`config.mk`:
```
export PLATFORM = sky130hd
export DESIGN_NAME = apb2axi_cpl_queue_flat
export DESIGN_NICKNAME = d
export VERILOG_FILES = /design/src/rtl/apb2axi_cpl_queue_if.sv /design/src/rtl/apb2axi_cpl_queue.sv /design/src/flat_wrapper.sv
export SDC_FILE = /design/constraint.sdc
export NUM_CORES = 1
export LEC_CHECK = 0
export ABC_AREA = 1
export CAP_MARGIN = 20
export CORE_MARGIN = 1
export CORE_UTILIZATION = 35
export CTS_CLUSTER_DIAMETER = 200
export DETAILED_ROUTE_END_ITERATION = 10
export PLACE_DENSITY = 0.52
export SLEW_MARGIN = 10
export SYNTH_ARGS = -nofsm -noshare
export SYNTH_HDL_FRONTEND = slang
export SYNTH_HIERARCHICAL = 1
export SYNTH_SLANG_ARGS = --single-unit
export TNS_END_PERCENT = 20
```
`constraint.sdc`:
```
create_clock -name pclk -period 3.4 [get_ports pclk]
set_clock_uncertainty 0.1 [all_clocks]
set_input_delay 0.51 -clock pclk [delete_from_list [all_inputs] [get_ports pclk]]
set_output_delay 0.51 -clock pclk [all_outputs]
set_load 0.02 [all_outputs]
```
`src/rtl/apb2axi_cpl_queue_if.sv`:
```
// -----------------------------------------------------------------------------
// apb2axi_cpl_pkg / apb2axi_cpl_queue_if
//
// Purpose:
//   completion_entry_t is the record type shared by the read and write
//   response handlers, the completion queue and the directory.
//   The interface groups the completion queue's handshake signals.
//
// Signals (direction as seen by the queue, modport slave):
//   rd_cq_cpl_vld    in   read handler has a completion
//   rd_cq_cpl_entry  in   read completion record
//   rd_cq_cpl_rdy    out  read record accepted this cycle
//   wr_cq_cpl_vld    in   write handler has a completion
//   wr_cq_cpl_entry  in   write completion record
//   wr_cq_cpl_rdy    out  write record accepted this cycle
//   cq_dir_cpl_vld   out  queue head valid toward directory
//   cq_dir_cpl_entry out  queue head record
//   cq_dir_cpl_rdy   in   directory accepts head
//   cq_level         out  current occupancy, 0..CQ_DEPTH
//
// The master modport is the mirror image, used by whoever drives the queue.
// -----------------------------------------------------------------------------
package apb2axi_cpl_pkg;

    typedef struct packed {
        logic [7:0] tag;
        logic [1:0] resp;
        logic       error;
    } completion_entry_t;

endpackage

interface apb2axi_cpl_queue_if #(
    parameter int CQ_DEPTH = 8
);
    import apb2axi_cpl_pkg::*;

    localparam int CQ_PTR_W = $clog2(CQ_DEPTH);

    logic              rd_cq_cpl_vld;
    completion_entry_t rd_cq_cpl_entry;
    logic              rd_cq_cpl_rdy;
    logic              wr_cq_cpl_vld;
    completion_entry_t wr_cq_cpl_entry;
    logic              wr_cq_cpl_rdy;
    logic              cq_dir_cpl_vld;
    completion_entry_t cq_dir_cpl_entry;
    logic              cq_dir_cpl_rdy;
    logic [CQ_PTR_W:0] cq_level;

    modport slave (
        input  rd_cq_cpl_vld,
        input  rd_cq_cpl_entry,
        output rd_cq_cpl_rdy,
        input  wr_cq_cpl_vld,
        input  wr_cq_cpl_entry,
        output wr_cq_cpl_rdy,
        output cq_dir_cpl_vld,
        output cq_dir_cpl_entry,
        input  cq_dir_cpl_rdy,
        output cq_level
    );

    modport master (
        output rd_cq_cpl_vld,
        output rd_cq_cpl_entry,
        input  rd_cq_cpl_rdy,
        output wr_cq_cpl_vld,
        output wr_cq_cpl_entry,
        input  wr_cq_cpl_rdy,
        input  cq_dir_cpl_vld,
        input  cq_dir_cpl_entry,
        output cq_dir_cpl_rdy,
        input  cq_level
    );

endinterface

```
`src/rtl/apb2axi_cpl_queue.sv`:
```
// -----------------------------------------------------------------------------
// apb2axi_cpl_queue
//
// Purpose:
//   Completion queue in front of the directory's completion port. Accepts
//   completion records from the read and write response handlers, arbitrates
//   between them round-robin (one grant per cycle), buffers them in a
//   CQ_DEPTH-entry FIFO and presents them in order, one per cycle, to the
//   directory. A push into a full FIFO is allowed in the same cycle as a pop.
//   A pushed record becomes visible on the head one cycle later (no bypass).
//
// Ports:
//   pclk        in   single clock, all logic on posedge
//   preset      in   asynchronous active-high reset; discards queued records
//   cq          slave modport of apb2axi_cpl_queue_if (rd/wr sources,
//               directory head, occupancy)
//
// Optional feature, macro APB2AXI_CQ_STATS_EN:
//   cq_cpl_cnt  out  accepted pushes, 16-bit wrapping
//   cq_err_cnt  out  accepted pushes with entry.error=1, 16-bit wrapping
//   cq_hwm      out  peak occupancy since reset (naturally bounded by CQ_DEPTH)
//   Without the macro these ports and counters do not exist.
// -----------------------------------------------------------------------------

// Occupancy/handshake invariants of the completion queue.
module apb2axi_cpl_queue_chk #(
    parameter int CQ_DEPTH = 8,
    localparam int CQ_PTR_W = $clog2(CQ_DEPTH)
) (
    input logic              pclk,
    input logic              preset,
    input logic [CQ_PTR_W:0] count,
    input logic              space,
    input logic              push,
    input logic              pop
);
    localparam logic [CQ_PTR_W:0] CNT_FULL = (CQ_PTR_W+1)'(CQ_DEPTH);

    a_count_bound: assert property (@(posedge pclk) disable iff (preset)
        count <= CNT_FULL);
    a_push_space: assert property (@(posedge pclk) disable iff (preset)
        push |-> space);
    a_pop_nonempty: assert property (@(posedge pclk) disable iff (preset)
        pop |-> (count != '0));
endmodule

module apb2axi_cpl_queue
    import apb2axi_cpl_pkg::*;
#(
    parameter int CQ_DEPTH = 8,
    localparam int CQ_PTR_W = $clog2(CQ_DEPTH)
) (
    input  logic                 pclk,
    input  logic                 preset,
    apb2axi_cpl_queue_if.slave   cq
`ifdef APB2AXI_CQ_STATS_EN
    ,
    output logic [15:0]          cq_cpl_cnt,
    output logic [15:0]          cq_err_cnt,
    output logic [CQ_PTR_W:0]    cq_hwm
`endif
);

    typedef enum logic {
        GNT_RD = 1'b0,
        GNT_WR = 1'b1
    } grant_e;

    localparam logic [CQ_PTR_W:0]   CNT_FULL = (CQ_PTR_W+1)'(CQ_DEPTH);
    localparam logic [CQ_PTR_W:0]   CNT_ONE  = (CQ_PTR_W+1)'(1);
    localparam logic [CQ_PTR_W-1:0] PTR_ONE  = CQ_PTR_W'(1);

    completion_entry_t   mem_r [CQ_DEPTH];
    logic [CQ_PTR_W-1:0] wr_ptr_r;
    logic [CQ_PTR_W-1:0] rd_ptr_r;
    logic [CQ_PTR_W:0]   count_r;
    logic [CQ_PTR_W:0]   count_nxt_s;
    grant_e              last_grant_r;
    grant_e              grant_s;
    logic                req_s;
    logic                space_s;
    logic                push_s;
    logic                pop_s;
    logic                rd_rdy_s;
    logic                wr_rdy_s;
    logic                head_vld_s;
    completion_entry_t   push_entry_s;

    // Round-robin arbiter: on a tie the source not granted last time wins.
    always_comb begin
        grant_s = GNT_RD;
        req_s   = 1'b0;
        case ({cq.rd_cq_cpl_vld, cq.wr_cq_cpl_vld})
            2'b10: begin
                grant_s = GNT_RD;
                req_s   = 1'b1;
            end
            2'b01: begin
                grant_s = GNT_WR;
                req_s   = 1'b1;
            end
            2'b11: begin
                grant_s = (last_grant_r == GNT_RD) ? GNT_WR : GNT_RD;
                req_s   = 1'b1;
            end
            default: begin
                grant_s = GNT_RD;
                req_s   = 1'b0;
            end
        endcase
    end

    // Handshake decode. The rdy outputs are gated by preset so they read 0
    // for the whole reset window, not just after the next edge.
    always_comb begin
        head_vld_s   = (count_r != '0);
        pop_s        = head_vld_s & cq.cq_dir_cpl_rdy;
        space_s      = (count_r < CNT_FULL) | pop_s;
        rd_rdy_s     = ~preset & space_s & req_s & (grant_s == GNT_RD);
        wr_rdy_s     = ~preset & space_s & req_s & (grant_s == GNT_WR);
        push_s       = rd_rdy_s | wr_rdy_s;
        push_entry_s = (grant_s == GNT_RD) ? cq.rd_cq_cpl_entry : cq.wr_cq_cpl_entry;
    end

    // Next occupancy: simultaneous push and pop cancel out.
    always_comb begin
        count_nxt_s = count_r;
        case ({push_s, pop_s})
            2'b10:   count_nxt_s = count_r + CNT_ONE;
            2'b01:   count_nxt_s = count_r - CNT_ONE;
            default: count_nxt_s = count_r;
        endcase
    end

    // Record storage; deliberately not reset, only the pointers are.
    always_ff @(posedge pclk) begin
        if (push_s) begin
            mem_r[wr_ptr_r] <= push_entry_s;
        end
    end

    // Pointers, occupancy and arbitration history.
    always_ff @(posedge pclk or posedge preset) begin
        if (preset) begin
            wr_ptr_r     <= '0;
            rd_ptr_r     <= '0;
            count_r      <= '0;
            last_grant_r <= GNT_WR;
        end else begin
            if (push_s) begin
                wr_ptr_r     <= wr_ptr_r + PTR_ONE;
                last_grant_r <= grant_s;
            end
            if (pop_s) begin
                rd_ptr_r <= rd_ptr_r + PTR_ONE;
            end
            count_r <= count_nxt_s;
        end
    end

    // Head presentation: entry forced to zero while the queue is empty.
    always_comb begin
        cq.cq_dir_cpl_vld   = head_vld_s;
        cq.cq_dir_cpl_entry = head_vld_s ? mem_r[rd_ptr_r] : '0;
        cq.rd_cq_cpl_rdy    = rd_rdy_s;
        cq.wr_cq_cpl_rdy    = wr_rdy_s;
        cq.cq_level         = count_r;
    end

`ifdef APB2AXI_CQ_STATS_EN
    logic [15:0]       cpl_cnt_r;
    logic [15:0]       err_cnt_r;
    logic [CQ_PTR_W:0] hwm_r;

    // Statistics: push/error counters wrap, high-water mark follows count.
    always_ff @(posedge pclk or posedge preset) begin
        if (preset) begin
            cpl_cnt_r <= 16'd0;
            err_cnt_r <= 16'd0;
            hwm_r     <= '0;
        end else begin
            if (push_s) begin
                cpl_cnt_r <= cpl_cnt_r + 16'd1;
            end
            if (push_s && push_entry_s.error) begin
                err_cnt_r <= err_cnt_r + 16'd1;
            end
            if (count_nxt_s > hwm_r) begin
                hwm_r <= count_nxt_s;
            end
        end
    end

    assign cq_cpl_cnt = cpl_cnt_r;
    assign cq_err_cnt = err_cnt_r;
    assign cq_hwm     = hwm_r;
`endif

    apb2axi_cpl_queue_chk #(
        .CQ_DEPTH (CQ_DEPTH)
    ) u_chk (
        .pclk   (pclk),
        .preset (preset),
        .count  (count_r),
        .space  (space_s),
        .push   (push_s),
        .pop    (pop_s)
    );

endmodule

```
`src/flat_wrapper.sv`:
```
// flat-port wrapper written by rule: the top's interface ports become plain ports
module apb2axi_cpl_queue_flat import apb2axi_cpl_pkg::*;
#(
    parameter int CQ_DEPTH = 8,
    localparam int CQ_PTR_W = $clog2(CQ_DEPTH)
)
  (pclk, preset, cq_rd_cq_cpl_vld, cq_rd_cq_cpl_entry, cq_rd_cq_cpl_rdy, cq_wr_cq_cpl_vld, cq_wr_cq_cpl_entry, cq_wr_cq_cpl_rdy, cq_cq_dir_cpl_vld, cq_cq_dir_cpl_entry, cq_cq_dir_cpl_rdy, cq_cq_level);
  apb2axi_cpl_queue_if #(.CQ_DEPTH(CQ_DEPTH)) cq_i ();
  input  logic pclk;
  input  logic preset;
  input wire logic [$bits(cq_i.rd_cq_cpl_vld)-1:0] cq_rd_cq_cpl_vld;
  input wire logic [$bits(cq_i.rd_cq_cpl_entry)-1:0] cq_rd_cq_cpl_entry;
  output wire logic [$bits(cq_i.rd_cq_cpl_rdy)-1:0] cq_rd_cq_cpl_rdy;
  input wire logic [$bits(cq_i.wr_cq_cpl_vld)-1:0] cq_wr_cq_cpl_vld;
  input wire logic [$bits(cq_i.wr_cq_cpl_entry)-1:0] cq_wr_cq_cpl_entry;
  output wire logic [$bits(cq_i.wr_cq_cpl_rdy)-1:0] cq_wr_cq_cpl_rdy;
  output wire logic [$bits(cq_i.cq_dir_cpl_vld)-1:0] cq_cq_dir_cpl_vld;
  output wire logic [$bits(cq_i.cq_dir_cpl_entry)-1:0] cq_cq_dir_cpl_entry;
  input wire logic [$bits(cq_i.cq_dir_cpl_rdy)-1:0] cq_cq_dir_cpl_rdy;
  output wire logic [$bits(cq_i.cq_level)-1:0] cq_cq_level;
  assign cq_i.rd_cq_cpl_vld = cq_rd_cq_cpl_vld;
  assign cq_i.rd_cq_cpl_entry = cq_rd_cq_cpl_entry;
  assign cq_rd_cq_cpl_rdy = cq_i.rd_cq_cpl_rdy;
  assign cq_i.wr_cq_cpl_vld = cq_wr_cq_cpl_vld;
  assign cq_i.wr_cq_cpl_entry = cq_wr_cq_cpl_entry;
  assign cq_wr_cq_cpl_rdy = cq_i.wr_cq_cpl_rdy;
  assign cq_cq_dir_cpl_vld = cq_i.cq_dir_cpl_vld;
  assign cq_cq_dir_cpl_entry = cq_i.cq_dir_cpl_entry;
  assign cq_i.cq_dir_cpl_rdy = cq_cq_dir_cpl_rdy;
  assign cq_cq_level = cq_i.cq_level;
  apb2axi_cpl_queue #(.CQ_DEPTH(CQ_DEPTH)) u_core (.pclk(pclk), .preset(preset), .cq(cq_i));
endmodule
```
==> results of run 1 <==
[worst reg2reg max path, delay by kind of cell, from the launching register on]
| family | cells | cell delay [ps] |
|---|---|---|
| AND/OR/NAND/NOR | 7 | 740 |
| adder cells (fa/ha/maj) | 2 | 480 |
| buffers and inverters | 3 | 460 |
| flip-flops | 1 | 440 |
| AO/OA/AOI/OAI | 2 | 240 |
[state kept, by name (all words and copies together) (netlist names)]
signal and cells:
u_core/cq.cq_level 4, u_core/last_grant_r 1, u_core/mem_r 88, u_core/rd_ptr_r 3, u_core/wr_ptr_r 3
[routing by layer]
| metal | vias to the layer above | part of all wire | wire length [um] | GRT usage |
|---|---|---|---|---|
| met3 | 15 | 0.050 | 467 | 0.0297 |
| li1 | 1431 | - | - | - |
| met1 | 1350 | 0.47 | 4410 | 0.220 |
| met2 | 64 | 0.46 | 4370 | 0.247 |
| met5 | - | 0 | 0 | 0 |
| met4 | 0 | 0.019 | 179 | 0.0738 |
[Yosys cell counts (3+ instances only)]
cell type   n  area share
o22ai_1    11       0.016
o21ai_1    14       0.016
buf_2       5      0.0058
nor2_1     92       0.081
dfrtp_1    10       0.058
buf_6       5       0.013
o21ai_0    35       0.041
ha_1        5       0.015
buf_4       4      0.0070
edfxtp_1   88        0.62
nand3_1     5      0.0058
o211ai_1   11       0.019
inv_1      13       0.011
xnor2_1     3      0.0061
nand2_1    70       0.061
[cell type report]
type | count | area [sq um] | area share
multi-input combinational | 253 | 1170 | 0.226
clock buffer | 10 | 229 | 0.0441
timing repair buffer | 59 | 566 | 0.109
sequential | 99 | 2920 | 0.562
clock inverter | 4 | 67.6 | 0.0130
tap | 147 | 184 | 0.0354
inverter | 15 | 58.8 | 0.0113
[cells in the final DEF, fill, tap and decap left out, types with 5 or more instances in the layout]
cell type / n
inv_1: 13
o211ai_1: 11
dfrtp_1: 10
clkdlybuf4s50_1: 44
clkbuf_16: 9
o21ai_0: 35
ha_1: 5
buf_4: 14
o22ai_1: 11
nor2_1: 92
nand2_1: 70
edfxtp_1: 88
nand3_1: 5
o21ai_1: 14
[cells by family after synthesis]
kind of cell	count (synthesis)	share of synthesized area
adders and majority gates	5	0.0146
and+or+nand+nor	170	0.153
buffers and inverters	33	0.0444
xor gates and xnor gates	5	0.0102
AOI/OAI and AO/OA	73	0.0964
DFF	99	0.682
[final timing paths]
kind	depth (start not counted)	to
hold / removal	2	u_core/last_grant_r
max in group asynchronous	2	u_core/last_grant_r
setup reg to reg	14	u_core/cq.cq_level[2]
hold reg to reg	2	u_core/last_grant_r
min in group asynchronous	2	u_core/cq.cq_level[3]
setup / recovery	6	cq_cq_dir_cpl_entry[1]
[metrics by stage]
step / total power, W / utilization / instance area, sq um
finish: 0.00456 / 0.434 / 5200
global route: 0.00485 / 0.434 / 5200
CTS: 0.00460 / 0.434 / 5200
detailed placement: 0.00356 / 0.410 / 4900
global placement: 0.00354 / 0.410 / 4900
floorplan: 0.00290 / - / 4280
[power by group through the flow]
stage | Clock [W] | Combinational, W | Sequential (W)
after global placement | 0 | 0.00182 | 0.00172
final | 0.00104 | 0.00182 | 0.00170
after CTS | 0.00105 | 0.00184 | 0.00170
after detailed placement | 0 | 0.00183 | 0.00172
after global routing | 0.00110 | 0.00203 | 0.00172
after floorplan | 0 | 0.00124 | 0.00167
==> out/summary.txt, run 1 <==
run status = finished, final reports clean
Buf+Inv Stages, Crit Path = 2
Post-synth EDFFs = 88
Most common cell on crit path = nor2_1
antenna-violating nets left = 0
vias per std cell = 4.87
drt wl/cell = 16.0 um
CTS tree = yes
Synth Register Bits = 99
I/O pin cnt = 45
placed insts = 573
setup repair after global routing missed its margin = no
Final min period = 3090 ps
family with the most delay on the worst path = buffers and inverters
Hold Crit Class = reg -> reg
final setup violation count = 0
kind of critical path = reg -> out
Fill cells = 1119
Worst Tran Pin Value = 948 ps
core box area = 12000 sq um
port bufs = 44
arrival time at the worst endpoint = 2480 ps
worst r2r src = u_core/cq.cq_level[0]
chip height = 113 um
DRC viols = 0
CTS Sinks = 99
post-route clock period utilization = 0.909
worst slack, placed = 539 ps
CP max FO = 45
largest net degree at the start of global routing = 46
asr flop ratio synth = 0.111
share of cells above drive strength 1 = 0.0727
Die Area = 12700 sq um
row cnt = 40
Critical Path End Type = output pin
fmax = 0.324 GHz
crit-path max cell delay = 620 ps
width of the die = 113 um
post_cts resized = 0
hold buffers post-CTS = 0
endpoints failing hold = 0
Tot GR Track Use = 0.160
crit path launch type = flop
CTS clk-pin slew, worst paths = 60 ps
largest vdd supply drop = 0.288 mV
required time worst endpoint = 2790 ps
Leak = 1.95 nW
Synthesis Warnings = 6
vias in the first global route = 2745
vias = 2860
H-tree depth = 3
Initial Util = 0.358
P_int = 0.00289 W
first-pass GRT wire length = 14800 um
Netlist cell types = 27
Slew Limit Fails = 0
Sum Neg Setup Slack = 0 ps
syn_nets = 417
Switch Pwr = 0.00167 W
mapped cell area = 4280 sq um
Setup WS post-layout = 311 ps
Sw Share = 0.366
clock network power share = 0.228
PD cells = 878 nW/um^2
CP Cell Sequence = inv_4, o21ai_0, o22ai_1, nor2_1, nor2_1, clkdlybuf4s50_1
Final Non-Filler Cells = 587
Detailed Route WL = 9420 um
CP Launch Point = u_core/rd_ptr_r[0]
Syn Inst Count = 385
Flop pwr share = 0.372
sequential area share after synthesis = 0.682
main flop type after synthesis = edfxtp_1
max_slew headroom = 0.368
RD Place Congestion = 0.740
Hold Crit Start = u_core/last_grant_r
Logic pwr share = 0.400
Area Growth Syn to Fin = 21.4%
postcts setup bufs = 0
worst skew pair latency = 340 ps
fin nets = 469
Worst path slowest cell = clkdlybuf4s50_1
HPWL Detailed = 5940 um
MaxCap Viol Count = 0
Clock Tree Buf Depth = 2
ANT cells = 0
initial antenna violation count = 0
DRT Pass-1 Iters = 4
Num CTS Buffers = 9
Avg Cell Area, Syn = 11.1 sq um
Starting DRT DRC Count = 184
hold_ws = 404 ps
reg-to-reg setup timing slack = 830 ps
grt ovf = 0
Root Buffer = clkbuf_16
Power figures use the tool's default switching activity.
==> inputs of run 2 (changes only) <==
--- a/config.mk
+++ b/config.mk
@@ -6,12 +6,14 @@
 export NUM_CORES = 1
 export LEC_CHECK = 0
 export ABC_AREA = 1
+export ABC_CLOCK_PERIOD_IN_PS = 3400
 export CAP_MARGIN = 20
 export CORE_MARGIN = 1
 export CORE_UTILIZATION = 35
 export CTS_CLUSTER_DIAMETER = 200
 export DETAILED_ROUTE_END_ITERATION = 10
-export PLACE_DENSITY = 0.52
+export DONT_BUFFER_PORTS = 1
+export PLACE_DENSITY = 0.47
 export SLEW_MARGIN = 10
 export SYNTH_ARGS = -nofsm -noshare
 export SYNTH_HDL_FRONTEND = slang
==> run 2 against run 1 <==
Compared with the run above:
- clock power fell by 4%
- sequential power rose by 2%
- routed wire length rose by 0.69%
- register-to-register slack improved by 100 ps
- utilization fell by 3.9 points
- final cell count fell by 7.5%
- critical endpoint is now cq_cq_dir_cpl_entry[6]
==> out/summary.txt, run 2 (synthesized netlist as in run 1, its figures left out) <==
Slew Limit Fails = 0
Worst path slowest cell = dfrtp_1
endpoints failing hold = 0
Sum Neg Setup Slack = 0 ps
H-tree depth = 3
share of cells above drive strength 1 = 0.0808
HPWL Detailed = 6100 um
R2R depth = 11
PD cells = 883 nW/um^2
I/O pin cnt = 45
worst skew pair latency = 340 ps
post_cts resized = 0
kind of critical path = reg -> out
Final min period = 2940 ps
Leak = 1.76 nW
largest reg by FF count = u_core/mem_r
setup repair after global routing missed its margin = no
Detailed Route WL = 9490 um
placed insts = 526
antenna-violating nets left = 0
Pwr Total = 0.00418 W
Most common cell on crit path = nor2_1
Post-Place Cell Area = 4430 sq um
crit-path max cell delay = 710 ps
crit path launch type = flop
ANT cells = 0
vias = 2696
DRT Pass-1 Iters = 4
Num CTS Buffers = 9
Final Non-Filler Cells = 543
drt wl/cell = 17.5 um
largest vdd supply drop = 0.451 mV
most common cell after layout, fill and taps aside = nor2_1
vias per std cell = 4.97
port bufs = 0
RD Place Congestion = 0.773
CP Cell Sequence = inv_1, o21ai_0, o22ai_1, nor2_1, nor2_1
CTS Sinks = 99
run status = finished, final reports clean
postcts setup bufs = 0
CP max FO = 28
hold buffers post-CTS = 1
grt ovf = 0
max_slew headroom = 0.361
Tot GR Track Use = 0.162
Root Buffer = clkbuf_16
first-pass GRT wire length = 15000 um
design area = 4730 sq um
commonest non-fill, non-tap cells in the layout = 92 x nor2_1, 88 x edfxtp_1, 70 x nand2_1
Hold Crit Class = in -> reg
Starting DRT DRC Count = 128
Area Growth Syn to Fin = 10.5%
initial antenna violation count = 0
Clock Tree Buf Depth = 2
chip height = 113 um
MaxCap Viol Count = 0
required time worst endpoint = 2790 ps
core box area = 12000 sq um
hold path depth = 2
fmax = 0.340 GHz
DRC viols = 0
Die Area = 12700 sq um
width of the die = 113 um
post-route clock period utilization = 0.865
Worst Tran Pin Value = 958 ps
final core utilization = 0.396
largest net degree at the start of global routing = 46
Critical Path End Type = output pin
arrival time at the worst endpoint = 2330 ps
CTS clk-pin slew, worst paths = 60 ps
vias in the first global route = 2686
CTS tree = yes
final setup violation count = 0
max FFs per register = 88
fin nets = 423
Initial Util = 0.358
row cnt = 40
run 2: changes by cell type in the layout (fill, tap and decap cells not counted), sizes merged:
cell	before	now
bufinv	2	1
inv	15	16
clkdlybuf4s50	44	0
clkinv	2	3
clkinvlp	0	1
dlygate4sd3	0	1
buf	15	12
run 2: worst paths after layout:
check / from / end / slack (ps)
max: u_core/rd_ptr_r[1] / cq_cq_dir_cpl_entry[6] / 460
min: cq_cq_dir_cpl_rdy / u_core/rd_ptr_r[0] / 250
max reg2reg: u_core/cq.cq_level[3] / u_core/cq.cq_level[2] / 930
min reg2reg: u_core/last_grant_r / u_core/last_grant_r / 400
max in group asynchronous: preset / u_core/last_grant_r / 2370
min in group asynchronous: preset / u_core/cq.cq_level[3] / 500
run 2: layout make-up:
type                       count  area [sq um]
clock buffer                  10           229
clock inverter                 6          63.8
fill                        1154          7230
inverter                      15          58.8
multi-input combinational    253          1170
sequential                    99          2920
tap                          147           184
timing repair buffer          13           104
run 2: per-stage QoR:
| step | hold slack, ps | worst slack (ps) |
|---|---|---|
| floorplan | 262 | 1180 |
| global placement | 322 | 851 |
| detailed placement | 324 | 768 |
| CTS | 238 | 399 |
| global route | 255 | 177 |
| finish | 248 | 458 |
run 2: layer usage:
| layer | vias to the layer above | global-route usage | share of wire |
|---|---|---|---|
| li1 | 1338 | - | - |
| met1 | 1287 | 0.214 | 0.48 |
| met2 | 61 | 0.270 | 0.47 |
| met3 | 10 | 0.0286 | 0.039 |
| met4 | 0 | 0.0587 | 0.014 |
| met5 | - | 0 | 0 |
run 2: critical path, delay by kind of cell, from the launching register on:
| family | cells | cell delay [ps] |
|---|---|---|
| AO/OA/AOI/OAI | 2 | 310 |
| buffers and inverters | 1 | 500 |
| flip-flops | 1 | 710 |
| AND/OR/NAND/NOR | 2 | 460 |
run 2: where the power goes:
part	leakage (nW)	switching (W)	total [W]	internal, W
combinational	0.689	0.00102	0.00144	0.000417
sequential	0.929	0.000211	0.00174	0.00153
clock	0.140	0.000428	0.000999	0.000571
total	1.76	0.00166	0.00418	0.00252
==> RTL change, RTL diff (settings of run 2) <==
`CQ_DEPTH` is set to 8 in 4 places; all go to 16.
--- a/src/rtl/apb2axi_cpl_queue_if.sv
+++ b/src/rtl/apb2axi_cpl_queue_if.sv
@@ -32,5 +32,5 @@
 
 interface apb2axi_cpl_queue_if #(
-    parameter int CQ_DEPTH = 8
+    parameter int CQ_DEPTH = 16
 );
     import apb2axi_cpl_pkg::*;
--- a/src/rtl/apb2axi_cpl_queue.sv
+++ b/src/rtl/apb2axi_cpl_queue.sv
@@ -25,5 +25,5 @@
 // Occupancy/handshake invariants of the completion queue.
 module apb2axi_cpl_queue_chk #(
-    parameter int CQ_DEPTH = 8,
+    parameter int CQ_DEPTH = 16,
     localparam int CQ_PTR_W = $clog2(CQ_DEPTH)
 ) (
@@ -48,5 +48,5 @@
     import apb2axi_cpl_pkg::*;
 #(
-    parameter int CQ_DEPTH = 8,
+    parameter int CQ_DEPTH = 16,
     localparam int CQ_PTR_W = $clog2(CQ_DEPTH)
 ) (
--- a/src/flat_wrapper.sv
+++ b/src/flat_wrapper.sv
@@ -2,5 +2,5 @@
 module apb2axi_cpl_queue_flat import apb2axi_cpl_pkg::*;
 #(
-    parameter int CQ_DEPTH = 8,
+    parameter int CQ_DEPTH = 16,
     localparam int CQ_PTR_W = $clog2(CQ_DEPTH)
 )
Ports: changed (resized cq_cq_level); port bits go from 45 to 46. The function was not compared with the original's and may differ.
==> RTL change against run 2 <==
Synthesized area is 91% higher. Via count increased by 98%. Register-to-register slack got worse by 0.31 ns. Worst setup slack got worse by 0.034 ns. Final area up 95%. Sequential cell count increased by 91. Power rose by 93%. Routed wire length rose by 120%. Critical endpoint is now cq_cq_dir_cpl_entry[0].
==> RTL change: results (changes against run 2) <==
metric,value,unit,change
placed inst area,8630,sq um,+95%
Power Density,872,nW/um^2,-1.2%
first-pass GRT wire length,31700,um,+110%
final cell count without fillers,1078,,+99%
Clock-cell share,6.28,%,+0.093 points
Routability Congestion,0.811,,+4.9%
placed cell count,1045,,+99%
Pleak,3.49,nW,+98%
Synth async-reset ratio,7.37,%,-3.7 points
layout cells sized above 1,11.6,%,+3.6 points
worst vdd ir,0.000702,V,+56%
"Hold-fix buffers, CTS",1,,unchanged
Signal buffers,35,,+22
Final HPWL DP,12500,um,+100%
initial antenna violation count,0,,unchanged
outcome,"complete, no violations",,
GRT Util Overall,18.3,%,+2.1 points
Placement Setup Slack,0.678,ns,-0.0898 ns
FF+latch count,190,,+92%
Fillers,2226,,+93%
area occupied by multi-input gates,2230,sq um,+90%
drt total wl,20700,um,+120%
CP top delay family,buffers and inverters,,
DIE AREA,24000,sq um,+89%
sequential area share after synthesis,68.9,%,+0.75 points
number of flip-flops in the largest register,176,,+100%
DR pass1 iterations,6,,+2
Final nets,788,,+86%
"slowest stage delay, CP",0.50,ns,-0.21 ns
worst hold slack,0.165,ns,-0.0836 ns
"Slowest-stage cell, CP",dfrtp_2,,
number of global-route vias before repair,5262,,+96%
Logic inverters,22,,+7
DR vias/cell,4.95,,-0.25%
CLK BUF,17,,+7
Post-synth top cells,"273 x nand2_1, 176 x edfxtp_1, 141 x nand3_1",,
syn nets,772,,+85%
crit path from,u_core/rd_ptr_r[0]$_DFFE_PP0P_,,
Seq area share,61.1,%,-0.56 points
multi-input gate count,486,,+92%
1st-iter DRT viols,443,,+250%
Post-synth EDFFs,176,,+100%
minimum clock period,2.98,ns,+0.0339 ns
worst skew pair latency,0.42,ns,+0.08 ns
FF-to-FF setup slack,0.62,ns,-0.31 ns
buffering overhead,3.15,%,+0.95 points
reg-to-reg startpoint,u_core/cq.cq_level[2]$_DFFE_PP0P_,,
largest fanout on the critical path,89,,+220%
crit path DAT,2.37,ns,+0.04 ns
largest net degree at the start of global routing,90,,+96%
Cells after Synth,736,,+91%
H-Tree Level Count,4,,+1
## RTL change: cell count changes in the layout (fill, tap and decap cells not counted), moves of 7 or more
| cell | before | now |
|---|---|---|
| nand2_1 | 70 | 273 |
| nand3_1 | 5 | 141 |
| edfxtp_1 | 88 | 176 |
| nor2_1 | 92 | 19 |
| o21ai_0 | 35 | 6 |
| buf_4 | 11 | 32 |
| o21ai_1 | 14 | 1 |
| o211ai_1 | 11 | 0 |
| o22ai_1 | 11 | 0 |
| a21oi_2 | 0 | 9 |
| nand2_2 | 0 | 9 |
| clkbuf_16 | 9 | 17 |
| inv_1 | 13 | 20 |
## RTL change: kinds of logic after synthesis
kind of cell	Yosys count	share of synthesized area (%)
AO/OA/AOI/OAI	22	1.82
XOR/XNOR	10	1.07
adder cells (fa/ha/maj)	9	1.38
buffers and inverters	60	3.90
flip-flops	190	68.9
AND/OR/NAND/NOR	445	22.9
## RTL change: routing by layer
layer	global-route usage [%]	part of all wire, %	up-vias
met4	4.76	1.5	0
li1	-	-	2559
met1	25.1	47	2628
met3	4.23	4.5	17
met2	29.4	47	135
met5	0	0	-
## RTL change: worst paths after layout
path                                                      to  cells past startpoint
max                                   cq_cq_dir_cpl_entry[0]                      8
min                           u_core/rd_ptr_r[0]$_DFFE_PP0P_                      2
max reg2reg                u_core/cq.cq_level[4]$_DFFE_PP0P_                     13
min reg2reg                  u_core/last_grant_r$_DFFE_PP1P_                      2
max in group asynchronous     u_core/rd_ptr_r[0]$_DFFE_PP0P_                      2
min in group asynchronous  u_core/cq.cq_level[4]$_DFFE_PP0P_                      2
## RTL change: power breakdown
part,total (W),internal [W],switching (W)
clock,0.00195,0.00104,0.000909
combinational,0.00308,0.000928,0.00215
sequential,0.00302,0.00284,0.000178
